**src/rtl/uart_rx_frame.sv**
```systemverilog
// uart_rx_frame: oversampling UART receiver with start/data/parity/stop
// deframing, parity/framing/break/overrun reporting and a valid/ready
// output handshake. Frame format and timing are fixed per instance.
module uart_rx_frame #(
    parameter int    ClkFreq    = 50_000_000,
    parameter int    BaudRate   = 115200,
    parameter int    Oversample = 16,
    parameter int    DataWidth  = 8,
    parameter string ParityType = "none",
    parameter int    StopBits   = 1
) (
    input  logic                 clk_i,
    input  logic                 rst_ni,
    input  logic                 rx_i,
    output logic [DataWidth-1:0] data_o,
    output logic                 valid_o,
    input  logic                 ready_i,
    output logic                 parity_err_o,
    output logic                 frame_err_o,
    output logic                 break_o,
    output logic                 overrun_o,
    output logic                 busy_o
);

    localparam int  Div       = ClkFreq / (BaudRate * Oversample);
    localparam int  DivW      = (Div > 1) ? $clog2(Div) : 1;
    localparam int  TickW     = $clog2(Oversample + 1);
    localparam int  BitW      = 4;
    localparam bit  HasParity = (ParityType != "none");

    typedef enum logic [2:0] {
        ST_IDLE      = 3'd0,
        ST_START     = 3'd1,
        ST_DATA      = 3'd2,
        ST_PARITY    = 3'd3,
        ST_STOP      = 3'd4,
        ST_WAIT_IDLE = 3'd5
    } state_e;

    // Parity bit the transmitter should have sent for a given data word.
    function automatic logic expected_parity(input logic [DataWidth-1:0] d);
        logic x;
        x = ^d;
        if (ParityType == "even") begin
            return x;
        end else if (ParityType == "odd") begin
            return ~x;
        end else if (ParityType == "mark") begin
            return 1'b1;
        end else begin
            return 1'b0;
        end
    endfunction

    state_e               state_r, state_s;
    logic                 rx_meta_r, rx_sync_r, rx_s;
    logic [DivW-1:0]      div_cnt_r;
    logic [TickW-1:0]     tick_cnt_r;
    logic [BitW-1:0]      bit_cnt_r;
    logic [DataWidth-1:0] shift_r;
    logic                 par_bit_r, perr_r, ferr_r, done_r;
    logic [DataWidth-1:0] data_r;
    logic                 valid_r, perr_out_r, ferr_out_r, brk_out_r, overrun_r, busy_r;

    logic                 tick_s, sample_s, brk_s;
    logic [TickW-1:0]     tick_target_s;
    logic                 last_data_s, last_stop_s;
    logic                 start_smp_s, data_smp_s, par_smp_s, stop_smp_s, frame_end_s;

    assign rx_s = rx_sync_r;

    // Two-flop synchroniser for the asynchronous serial line (idles high).
    always_ff @(posedge clk_i or negedge rst_ni) begin
        if (!rst_ni) begin
            rx_meta_r <= 1'b1;
            rx_sync_r <= 1'b1;
        end else begin
            rx_meta_r <= rx_i;
            rx_sync_r <= rx_meta_r;
        end
    end

    // Tick and sample-point decode; START samples at half a bit, others every full bit.
    always_comb begin
        tick_s        = (state_r != ST_IDLE) && (div_cnt_r == DivW'(Div - 1));
        tick_target_s = (state_r == ST_START) ? TickW'(Oversample / 2) : TickW'(Oversample);
        sample_s      = tick_s && (tick_cnt_r == (tick_target_s - TickW'(1)));
        last_data_s   = (bit_cnt_r == BitW'(DataWidth - 1));
        last_stop_s   = (bit_cnt_r == BitW'(StopBits - 1));
    end

    // Baud tick divider; held at zero while idle so a start edge restarts bit timing.
    always_ff @(posedge clk_i or negedge rst_ni) begin
        if (!rst_ni) begin
            div_cnt_r <= '0;
        end else if ((state_r == ST_IDLE) || tick_s) begin
            div_cnt_r <= '0;
        end else begin
            div_cnt_r <= div_cnt_r + DivW'(1);
        end
    end

    // Ticks elapsed within the current bit; restarts at every sample point.
    always_ff @(posedge clk_i or negedge rst_ni) begin
        if (!rst_ni) begin
            tick_cnt_r <= '0;
        end else if ((state_r == ST_IDLE) || sample_s) begin
            tick_cnt_r <= '0;
        end else if (tick_s) begin
            tick_cnt_r <= tick_cnt_r + TickW'(1);
        end else begin
            tick_cnt_r <= tick_cnt_r;
        end
    end

    // FSM state register.
    always_ff @(posedge clk_i or negedge rst_ni) begin
        if (!rst_ni) begin
            state_r <= ST_IDLE;
        end else begin
            state_r <= state_s;
        end
    end

    // FSM next-state logic; STOP lingers one clock after its last sample to complete the frame.
    always_comb begin
        state_s = state_r;
        case (state_r)
            ST_IDLE:      state_s = rx_s ? ST_IDLE : ST_START;
            ST_START:     state_s = sample_s ? (rx_s ? ST_IDLE : ST_DATA) : ST_START;
            ST_DATA:      state_s = (sample_s && last_data_s) ? (HasParity ? ST_PARITY : ST_STOP) : ST_DATA;
            ST_PARITY:    state_s = sample_s ? ST_STOP : ST_PARITY;
            ST_STOP:      state_s = done_r ? (ferr_r ? ST_WAIT_IDLE : ST_IDLE) : ST_STOP;
            ST_WAIT_IDLE: state_s = rx_s ? ST_IDLE : ST_WAIT_IDLE;
            default:      state_s = ST_IDLE;
        endcase
    end

    // FSM output decode: per-state sample strobes for the datapath.
    always_comb begin
        start_smp_s = 1'b0;
        data_smp_s  = 1'b0;
        par_smp_s   = 1'b0;
        stop_smp_s  = 1'b0;
        frame_end_s = 1'b0;
        case (state_r)
            ST_START:  start_smp_s = sample_s;
            ST_DATA:   data_smp_s  = sample_s;
            ST_PARITY: par_smp_s   = sample_s;
            ST_STOP: begin
                stop_smp_s  = sample_s && !done_r;
                frame_end_s = sample_s && !done_r && last_stop_s;
            end
            default: begin
                start_smp_s = 1'b0;
            end
        endcase
    end

    // Bit counter for data and stop bits.
    always_ff @(posedge clk_i or negedge rst_ni) begin
        if (!rst_ni) begin
            bit_cnt_r <= '0;
        end else if ((state_r == ST_IDLE) || (data_smp_s && last_data_s) || frame_end_s) begin
            bit_cnt_r <= '0;
        end else if (data_smp_s || stop_smp_s) begin
            bit_cnt_r <= bit_cnt_r + BitW'(1);
        end else begin
            bit_cnt_r <= bit_cnt_r;
        end
    end

    // Frame datapath: shift register, parity capture, error accumulation, completion strobe.
    always_ff @(posedge clk_i or negedge rst_ni) begin
        if (!rst_ni) begin
            shift_r   <= '0;
            par_bit_r <= 1'b0;
            perr_r    <= 1'b0;
            ferr_r    <= 1'b0;
            done_r    <= 1'b0;
        end else begin
            done_r <= frame_end_s;
            if (start_smp_s) begin
                par_bit_r <= 1'b0;
                perr_r    <= 1'b0;
                ferr_r    <= 1'b0;
            end else if (data_smp_s) begin
                shift_r <= {rx_s, shift_r[DataWidth-1:1]};
            end else if (par_smp_s) begin
                par_bit_r <= rx_s;
                perr_r    <= (rx_s != expected_parity(shift_r));
            end else if (stop_smp_s && !rx_s) begin
                ferr_r <= 1'b1;
            end else begin
                shift_r <= shift_r;
            end
        end
    end

    assign brk_s = ferr_r && (shift_r == '0) && (!HasParity || !par_bit_r);

    // Output holding register with valid/ready handshake and overrun pulse.
    always_ff @(posedge clk_i or negedge rst_ni) begin
        if (!rst_ni) begin
            data_r     <= '0;
            valid_r    <= 1'b0;
            perr_out_r <= 1'b0;
            ferr_out_r <= 1'b0;
            brk_out_r  <= 1'b0;
            overrun_r  <= 1'b0;
            busy_r     <= 1'b0;
        end else begin
            busy_r <= (state_s != ST_IDLE);
            if (done_r && (!valid_r || ready_i)) begin
                data_r     <= shift_r;
                perr_out_r <= perr_r;
                ferr_out_r <= ferr_r;
                brk_out_r  <= brk_s;
                valid_r    <= 1'b1;
                overrun_r  <= 1'b0;
            end else if (done_r) begin
                overrun_r <= 1'b1;
            end else begin
                overrun_r <= 1'b0;
                if (valid_r && ready_i) begin
                    valid_r <= 1'b0;
                end else begin
                    valid_r <= valid_r;
                end
            end
        end
    end

    assign data_o       = data_r;
    assign valid_o      = valid_r;
    assign parity_err_o = perr_out_r;
    assign frame_err_o  = ferr_out_r;
    assign break_o      = brk_out_r;
    assign overrun_o    = overrun_r;
    assign busy_o       = busy_r;

endmodule

```
**config.mk**
```make
export PLATFORM = sky130hd
export DESIGN_NAME = uart_rx_frame
export DESIGN_NICKNAME = d
export VERILOG_FILES = /design/src/rtl/uart_rx_frame.sv
export SDC_FILE = /design/constraint.sdc
export NUM_CORES = 1
export LEC_CHECK = 0
export BUFFER_PORTS_ARGS = -buffer_cell sky130_fd_sc_hd__buf_2
export CORE_ASPECT_RATIO = 1.2
export CORE_UTILIZATION = 61
export CTS_CLUSTER_DIAMETER = 50
export CTS_CLUSTER_SIZE = 20
export DETAILED_ROUTE_END_ITERATION = 6
export GPL_TIMING_DRIVEN = 0
export PLACE_DENSITY = 0.92
export RECOVER_POWER = 25
export SLEW_MARGIN = 20
export SYNTH_ARGS = -nofsm -noshare
export SYNTH_HDL_FRONTEND = slang
export SYNTH_SLANG_ARGS = --single-unit
```
**constraint.sdc**
```tcl
create_clock -name clk_i -period 5.1 [get_ports clk_i]
set_input_delay 0.51 -clock clk_i [delete_from_list [all_inputs] [get_ports clk_i]]
set_output_delay 0.51 -clock clk_i [all_outputs]
set_load 0.05 [all_outputs]
```
# ---- Word level (Yosys, flattened, before mapping)
# Cells that the tools add are included.
dict set report totals {
  wordCells 102
  output_inout_bits 14
  regBits 44
}
dict set report op_classes {
  muxes 35
  addsub 4
  n_reduce_logical 33
  n_eq_ne 12
  n_bitwise 1
}
# cell n
set ops {}
lappend ops {{$mux 1} 21}
lappend ops {{$mux 5} 4}
lappend ops {{$pmux 3 s6} 1}
lappend ops {{$mux 3} 5}
lappend ops {{$add 5x1->5 const B} 2}
lappend ops {{$logic_and 1x1->1} 10}
lappend ops {{$reduce_bool 2->1} 5}
lappend ops {{$logic_not 8->1} 1}
lappend ops {{$mux 4} 2}
lappend ops {{$eq 3x2->1 const B} 2}
lappend ops {{$eq 3x3->1 const B} 2}
lappend ops {{$logic_or 1x1->1} 6}
lappend ops {{$reduce_and 2->1} 3}
lappend ops {{$reduce_bool 3->1} 2}
lappend ops {{$eq 5x5->1} 1}
lappend ops {{$eq 5x5->1 const B} 1}
lappend ops {{$sub 5x1->5 const B} 1}
lappend ops {{$add 4x1->4 const B} 1}
lappend ops {{$eq 4x3->1 const B} 1}
lappend ops {{$logic_not 4->1} 1}
lappend ops {{$mux 2} 2}
lappend ops {{$ne 2x2->1 const B} 2}
lappend ops {{$eq 3x1->1 const B} 1}
lappend ops {{$logic_not 1->1} 3}
lappend ops {{5 further kinds} 5}

# ---- Logic depth before layout (Yosys ltp)
# Gate-level depths: netlist of the first run.
dict set report logic_depth {
  word_depth 13
  depth_mapped 7
  ltp_nobuf 6
}

# ---- Worst setup path after synthesis of the first run
# No wires, ideal clock.
dict set report synth_path {
  path_type {reg-to-reg}
  start {register div_cnt_r[0]}
  end {register busy_r, in the netlist busy_o}
  t_arrival_ps 1714
  path_stages_with_launch 7
  required_ps 5028
  n_path_buf 0
  slack_ps 3314
  period_less_slack_ps 1786
  cell_sequence {dfrtp_1 -> inv_1 -> ha_1 -> nand4b_4 -> or3_4 -> or4_4 -> nand4b_1}
}
dict set report synth_between {
  elab_chain_len 7
  word_cells_on_any_way 9
  cone_classes {eq/ne: 1; mux: 4; reduce/logical: 4}
}
# element line_no
set synth_rtl {}
lappend synth_rtl {{start: declaration} 57} ;# logic [DivW-1:0] div_cnt_r;
lappend synth_rtl {{start signal: assignment} 99} ;# div_cnt_r <= div_cnt_r + DivW'(1);
lappend synth_rtl {{$eq 5x5->1 *} 85} ;# tick_s = (state_r != ST_IDLE) && (div_cnt_r == DivW'(Div - 1));
lappend synth_rtl {{$logic_and 1x1->1 *} 85}
lappend synth_rtl {{$logic_and 1x1->1 *} 87} ;# sample_s = tick_s && (tick_cnt_r == (tick_target_s - TickW'(1)));
lappend synth_rtl {{$logic_and 1x1->1} 131} ;# ST_DATA: state_s = (sample_s && last_data_s) ? (HasParity ? ST_PARITY : ST_STOP) : ST_DATA;
lappend synth_rtl {{$mux 3} 131}
lappend synth_rtl {{$pmux 3 s6 *} 128} ;# case (state_r)
lappend synth_rtl {{$reduce_bool 3->1 *} 213} ;# busy_r <= (state_s != ST_IDLE);
lappend synth_rtl {{end signal: assignment} 213}
lappend synth_rtl {{end: declaration} 63} ;# logic valid_r, perr_out_r, ferr_out_r, brk_out_r, overrun_r, busy_r;
# Every way passes the cells marked *; elsewhere a longest branch is shown, timed or not.
# A chain may end at the register's enable or synchronous reset.

==> results of run 1 <==
[final cells by class]
cell class,count,share of cell area
Buffer,7,0.0125
Clock inverter,2,0.0260
Timing Repair Buffer,17,0.0363
Clock buffer,6,0.0179
Tap cell,36,0.0195
Sequential cell,44,0.478
Multi-Input combinational cell,124,0.395
Inverter,9,0.0146
[kinds of logic after synthesis]
logic type / after synthesis / share of synthesized area
adder cells (fa/ha/maj): 5 / 0.0301
AO/OA/AOI/OAI: 26 / 0.0824
AND/OR/NAND/NOR: 67 / 0.195
buffers and inverters: 16 / 0.0301
multiplexers: 19 / 0.102
XOR/XNOR: 7 / 0.0295
flip-flops: 44 / 0.531
[power by group through the flow]
stage / sequential [mW] / combinational [mW] / clock, mW
after floorplan: 0.358 / 0.000349 / 0
after global placement: 0.358 / 0.00766 / 0
after detailed placement: 0.358 / 0.00795 / 0
after CTS: 0.351 / 0.00804 / 0.265
after global routing: 0.351 / 0.00903 / 0.277
final: 0.351 / 0.00734 / 0.261
[cells in the final DEF (no fill, tap or decap), types with 2 or more instances in the layout]
| cell type | instances |
|---|---|
| and4b_1 | 2 |
| bufinv_16 | 2 |
| o21ai_0 | 7 |
| nor3b_1 | 2 |
| dfstp_2 | 2 |
| a31oi_1 | 2 |
| nand4_1 | 2 |
| nand2b_1 | 5 |
| nand2_1 | 9 |
| or3_1 | 2 |
| inv_1 | 9 |
| nor2b_1 | 2 |
| buf_2 | 18 |
| a21oi_1 | 4 |
| nor3_1 | 2 |
| nand4b_1 | 3 |
| o211ai_1 | 4 |
| xor2_1 | 2 |
| xnor2_1 | 5 |
| and3b_1 | 2 |
| clkbuf_1 | 7 |
| nand3_1 | 8 |
| nor2_1 | 19 |
| dfrtp_1 | 42 |
| ha_1 | 5 |
| clkbuf_4 | 5 |
| a211oi_1 | 2 |
| o21a_1 | 2 |
| mux2_2 | 18 |
[per-stage QoR]
stage	hold WS, ns	setup WS (ns)
6_report	0.239	3.05
5_1_grt	0.214	2.55
4_1_cts	0.230	3.16
3_5_place_dp	0.347	3.19
3_3_place_gp	0.347	3.24
2_1_floorplan	0.214	3.31
[metal layers]
metal	vias to the layer above	part of all wire	routed length [um]	global-route usage
li1	704	-	-	-
met1	739	0.43	1590	0.272
met2	31	0.51	1870	0.416
met3	10	0.035	129	0.0646
met4	0	0.019	68	0.0938
met5	-	0	0	0
[worst reg2reg max path, stage by stage (launching register included)]
cell,delay (ns)
dfrtp_1,0.43
inv_1,0.07
ha_1,0.21
nand4b_4,0.19
or3_4,0.44
or4_4,0.44
nand4b_1,0.10
[state kept, by name, summed over array words and instances, names as in the netlist, 3 cells and up]
| signal | cells |
|---|---|
| bit_cnt_r | 4 |
| data_o | 8 |
| div_cnt_r | 5 |
| shift_r | 8 |
| state_r | 3 |
| tick_cnt_r | 5 |
[worst max path at each step]
| stage | cells after the start | slack [ns] | start | endpoint |
|---|---|---|---|---|
| floorplan | 6 | 3.31 | div_cnt_r[0] | busy_o |
| global placement | 6 | 3.24 | div_cnt_r[0] | busy_o |
| detailed placement | 6 | 3.19 | div_cnt_r[0] | busy_o |
| CTS | 6 | 3.16 | div_cnt_r[0] | busy_o |
| global route | 1 | 2.55 | rst_ni | bit_cnt_r[1] |
| finish | 1 | 3.05 | rst_ni | bit_cnt_r[1] |
==> metrics.md, run 1 <==
| Metric | Value |
|---|---|
| Aggregate global routing overflow | 0 |
| Pwr Total | 0.620 mW |
| Leakage power of the design | 1.13 nW |
| Cell depth of the worst hold path | 1 |
| Total power per unit cell area | 268 nW/um^2 |
| Type of the worst min-delay path | primary input to flip-flop |
| Transition time at the pin with the least slew margin | 2.22 ns |
| Final core area utilization | 0.730 |
| Post-Place Cell Area | 2210 sq um |
| Cts hold-fix bufs | 0 |
| Total wirelength of the detailed-routed design | 3.65 mm |
| FF+latch count, synth | 44 |
| Critical Path Max Stage Delay | 1.56 ns |
| Final Hold Violating Endpoints | 0 |
| Number of global-route vias before repair | 1,486 |
| Mean area per synthesized cell | 11.3 sq um |
| Buffer count from post-CTS setup fixing | 0 |
| Clock latency reported for the late side of the worst-skew pair | 0.36 ns |
| FF-to-FF setup slack | 3.16 ns |
| Number of cells on the worst reg-to-reg path | 6 |
| Post-Synthesis Net Count | 193 |
| Number of levels in the clock H-tree | 2 |
| Reported max-cap violation count | 1 |
| Switching Fraction | 0.186 |
| Filler cell count | 216 |
| CP arrival | 2.08 ns |
| R2r startpoint | div_cnt_r[0] |
| Kind of end point of the critical path | async pin |
| Violated checks | capacitance limit, slew limit |
| Timing-limited maximum frequency | 487 MHz |
| Fin Setup TNS | 0 ns |
| PostCTS Resize Cnt | 0 |
| Kind of start point of the critical path | primary input |
| Post-detailed-route count of antenna-violating nets | 0 |
| Sequence of cells on the critical path | clkbuf_1 |
| Most frequently used flop master after synthesis | dfrtp_1 |
| Routed vias | 1,484 |
| Number of warnings issued by yosys | 0 |
| Run status | complete, but fails checks |
| Clock Sink Count | 44 |
| Commonest cells post-synth | dfrtp_1 (42), nor2_1 (19), mux2_2 (18), inv_1 (9), nand2_1 (9) |
| Internal power contribution | 0.504 mW |
| Min Tclk post-route | 2.05 ns |
| Average detailed-routed wire length per instance | 14.9 um |
| Number of placed cells counting well taps | 237 |
| Sequential cell area fraction in the yosys report | 0.531 |
| Largest cells by area after synthesis | dfrtp_1 (51%), mux2_2 (9.7%), nor2_1 (3.4%), ha_1 (3.0%), dfstp_2 (2.5%) |
| CP max FO | 44 |
| Largest voltage drop on the vdd net | 0.294 mV |
| IO Pins | 18 |
| CP required | 5.13 ns |
| Fin nets | 217 |
| Cell area after technology mapping | 2080 sq um |
| Startpoint of the lowest-slack hold path | rx_i |
| Sequential share of power | 0.567 |
| First drt pass iteration count | 4 |
| Buffer cell driving the clock tree root | clkbuf_4 |
| Number of buffers added on ports | 17 |
| Overall fraction of global-route tracks in use | 0.235 |
| Post-layout instance count excluding filler cells | 245 |
| Number of endpoints failing setup at the final stage | 0 |
| Comb power frac | 0.012 |
| Hold EP | rx_meta_r |
| Largest net degree at the start of global routing | 45 |
| Type of the worst setup path | primary input to async pin |
| Number of antenna violations at the first check in global routing | 0 |
| Fin crit share | 0.402 |
| Placement row count | 22 |
| TritonCTS clock tree | done |
| Yosys cell types | 42 |
| Register area | 1100 sq um |
| Cell family contributing the most delay on the critical path | buffers and inverters |
| Area taken by multi-input logic gates | 913 sq um |
| FFs w/ async S/R, synth | 1.00 |
| Clock slew at the register clock pins of the worst setup and hold paths | 0.12 ns |
| Height of the die | 66.0 um |
| Initial standard-cell utilization of the core | 0.657 |
| Cell with the most instances after synthesis | dfrtp_1 |
| DRC violations left | 0 |
| Top cell type's share of synthesized area | 0.505 |
| Max-slew violations | 45 |
| First-pass GRT wire length | 6.56 mm |
| Share of layout cells above drive strength 1 | 0.239 |
| Sw Pwr | 0.116 mW |
| Area of all placed cells without fillers | 2310 sq um |
| Die Footprint | 3650 sq um |
| Area growth, synth to finish | 11.1% |
| Number of DRC violations after detailed-routing iteration 0 | 61 |
| Slowest-stage cell, CP | clkbuf_1 |
| Longest Clk Path Bufs | 2 |
| Vias per std cell | 6.06 |
| Capture point of the worst reg-to-reg path | busy_o |
| Buf+Inv Stages, Crit Path | 1 |
| Post-DP HPWL | 2.66 mm |
| TritonCTS buffer count | 5 |
| Standard cell core area | 3170 sq um |
| Post-synthesis cell count | 184 |
| Gpl congestion | 0.852 |
| # diodes | 0 |
| Number of synthesized flops with an enable pin | 0 |
| Cell taking the most area after synthesis | dfrtp_1 |
| Worst slew margin relative to its limit | -0.480 |
| Die W | 55.3 um |
| Clock network power share | 0.422 |
| Worst-case clock skew | 0.0124 ns |
| Setup repair after global routing missed its margin | no |
No activity file was read; power rests on OpenSTA's default activity.
==> inputs of run 2 (changes only) <==
CORE_UTILIZATION = 58   (was 61)
PLACE_DENSITY = 0.89   (was 0.92)
clock period = 1.9 ns   (was 5.1 ns; I/O delays follow)
==> metrics.md, run 2 (synthesized netlist as in run 1, its figures left out) <==
| Metric | Value |
|---|---|
| Area growth, synth to finish | 16.6% |
| Number of placed cells counting well taps | 238 (+0.42%) |
| Type of the worst min-delay path | primary input to async pin |
| # diodes | 0 (unchanged) |
| Transition time at the pin with the least slew margin | 1.05 ns (-1.17 ns) |
| Kind of end point of the critical path | flip-flop |
| Number of global-route vias before repair | 1,457 (-2.0%) |
| Pwr Total | 1.73 mW (+180%) |
| First-pass GRT wire length | 6.62 mm (+0.95%) |
| Commonest non-fill, non-tap cells in the layout | dfrtp_1 (42), nor2_1 (19), buf_2 (18), mux2_2 (18), inv_1 (9) |
| Register area | 1100 sq um (unchanged) |
| Overall fraction of global-route tracks in use | 0.228 (-0.00713) |
| Clock slew at the register clock pins of the worst setup and hold paths | 0.08 ns (-0.04 ns) |
| Kind of start point of the critical path | flip-flop |
| Gpl congestion | 0.829 (-2.7%) |
| Final Worst Setup Slack | 0.0433 ns (-3.01 ns) |
| Max-slew violations | 0 (-100%) |
| Post-Place Cell Area | 2210 sq um (about the same) |
| Largest voltage drop on the vdd net | 0.680 mV (+130%) |
| Worst setup slack before clock tree synthesis | -0.0150 ns (-3.21 ns) |
| Largest net degree at the start of global routing | 45 (unchanged) |
| Post-detailed-route count of antenna-violating nets | 0 (unchanged) |
| Post-layout instance count excluding filler cells | 254 (+3.7%) |
| Longest Clk Path Bufs | 2 (unchanged) |
| Die W | 56.7 um (+2.5%) |
| IO Pins | 18 (unchanged) |
| Fin nets | 225 (+3.7%) |
| Reported max-cap violation count | 0 (-1) |
| CP arrival | 2.08 ns (about the same) |
| CP required | 2.13 ns (-3.00 ns) |
| DRC violations left | 4 (+4) |
| CP max FO | 6 (-86%) |
| Run status | complete, but fails checks |
| Placement row count | 23 (+4.5%) |
| Clock latency reported for the late side of the worst-skew pair | 0.29 ns (-0.07 ns) |
| Final Hold Violating Endpoints | 0 (unchanged) |
| TritonCTS buffer count | 5 (unchanged) |
| Leading cell type in the layout, fill and taps excluded | dfrtp_1 |
| Worst-case clock skew | 0.00750 ns (-0.00489 ns) |
| Area taken by multi-input logic gates | 926 sq um (+1.4%) |
| First drt pass iteration count | 6 (+2) |
| Aggregate global routing overflow | 0 (unchanged) |
| Leakage power of the design | 1.19 nW (+5.2%) |
| Area of all placed cells without fillers | 2420 sq um (+5.0%) |
| Number of antenna violations at the first check in global routing | 0 (unchanged) |
| Vias per std cell | 5.85 (-3.3%) |
| Initial standard-cell utilization of the core | 0.612 (-0.0445) |
| Violated checks | DRC |
| Height of the die | 67.6 um (+2.5%) |
| Die Footprint | 3830 sq um (+5.0%) |
| Type of the worst setup path | flip-flop to flip-flop |
| TritonCTS clock tree | done |
| Standard cell core area | 3400 sq um (+7.3%) |
| Filler cell count | 238 (+10%) |
| Min Tclk post-route | 1.86 ns |
| Fin crit share | 0.977 |
| Share of layout cells above drive strength 1 | 0.290 (+0.0511) |
| Post-DP HPWL | 2.60 mm (-2.3%) |
| Number of buffers added on ports | 17 (unchanged) |
| Worst slew margin relative to its limit | 0.298 (+0.778) |
| Timing-limited maximum frequency | 539 MHz |
| Total power per unit cell area | 713 nW/um^2 (+170%) |
| Routed vias | 1,487 (+0.20%) |
| Number of DRC violations after detailed-routing iteration 0 | 59 (-3.3%) |
| Clock Sink Count | 44 (unchanged) |
| Buffer cell driving the clock tree root | clkbuf_8 |
| Average detailed-routed wire length per instance | 15.7 um (+5.2%) |
| Min Hold Slack | 0.0748 ns (-0.164 ns) |
| Number of levels in the clock H-tree | 2 (unchanged) |
| Total wirelength of the detailed-routed design | 3.98 mm (+9.1%) |
| Number of endpoints failing setup at the final stage | 0 (unchanged) |
-- run 2: critical path, stage by stage (launching register included) --
cell,delay (ns)
dfrtp_1,0.39
ha_2,0.23
nand3b_1,0.20
or3_4,0.44
or4_4,0.43
nand4b_1,0.10
-- run 2: report_power, final --
group / leakage (nW) / internal, mW / switching [mW]
sequential: 0.578 / 0.939 / 0.00226
combinational: 0.546 / 0.00394 / 0.0183
clock: 0.0645 / 0.464 / 0.301
-- run 2: area by class of cell --
class,instances,area share
Sequential cell,44,0.455
Multi-Input combinational cell,124,0.382
Timing Repair Buffer,25,0.0660
Clock buffer,7,0.0397
Tap cell,37,0.0191
Inverter,9,0.0139
Clock inverter,1,0.0124
Buffer,7,0.0119
-- run 2: timing repair --
item,4_1_cts,5_1_grt
endpoints found under the setup margin,2,16
pin swaps,0,0
endpoints found under the hold margin,1,0
hold buffers,1,0
buffers inserted,2,5
resized for setup,1,3
-- run 2: final timing paths --
kind / startpoint / end / slack, ns / cells past startpoint
worst min-delay path: rst_ni / ferr_r / 0.07 / 1
worst max-delay path: tick_cnt_r[1] / busy_o / 0.04 / 5
max in group asynchronous: rst_ni / div_cnt_r[4] / 1.18 / 1
worst max register to register: tick_cnt_r[1] / busy_o / 0.04 / 5
worst min register to register: rx_meta_r / rx_s / 0.36 / 0
min in group clk_i: ready_i / overrun_o / 0.19 / 3
-- run 2: layer usage --
metal  vias to the layer above  global-route usage  wire, um  share of wire
met5                         -                   0         0              0
met4                         0              0.0750        50          0.013
met3                         5              0.0402       149          0.037
met2                        35               0.421      2080           0.52
met1                       728               0.271      1710           0.43
li1                        719                   -         -              -
-- run 2: through the flow --
stage / TNS [ns] / util
final: 0 / 0.714
after global routing: -0.155 / 0.714
after CTS: 0 / 0.700
after detailed placement: -0.0150 / 0.651
after global placement: 0 / 0.651
after floorplan: 0 / -
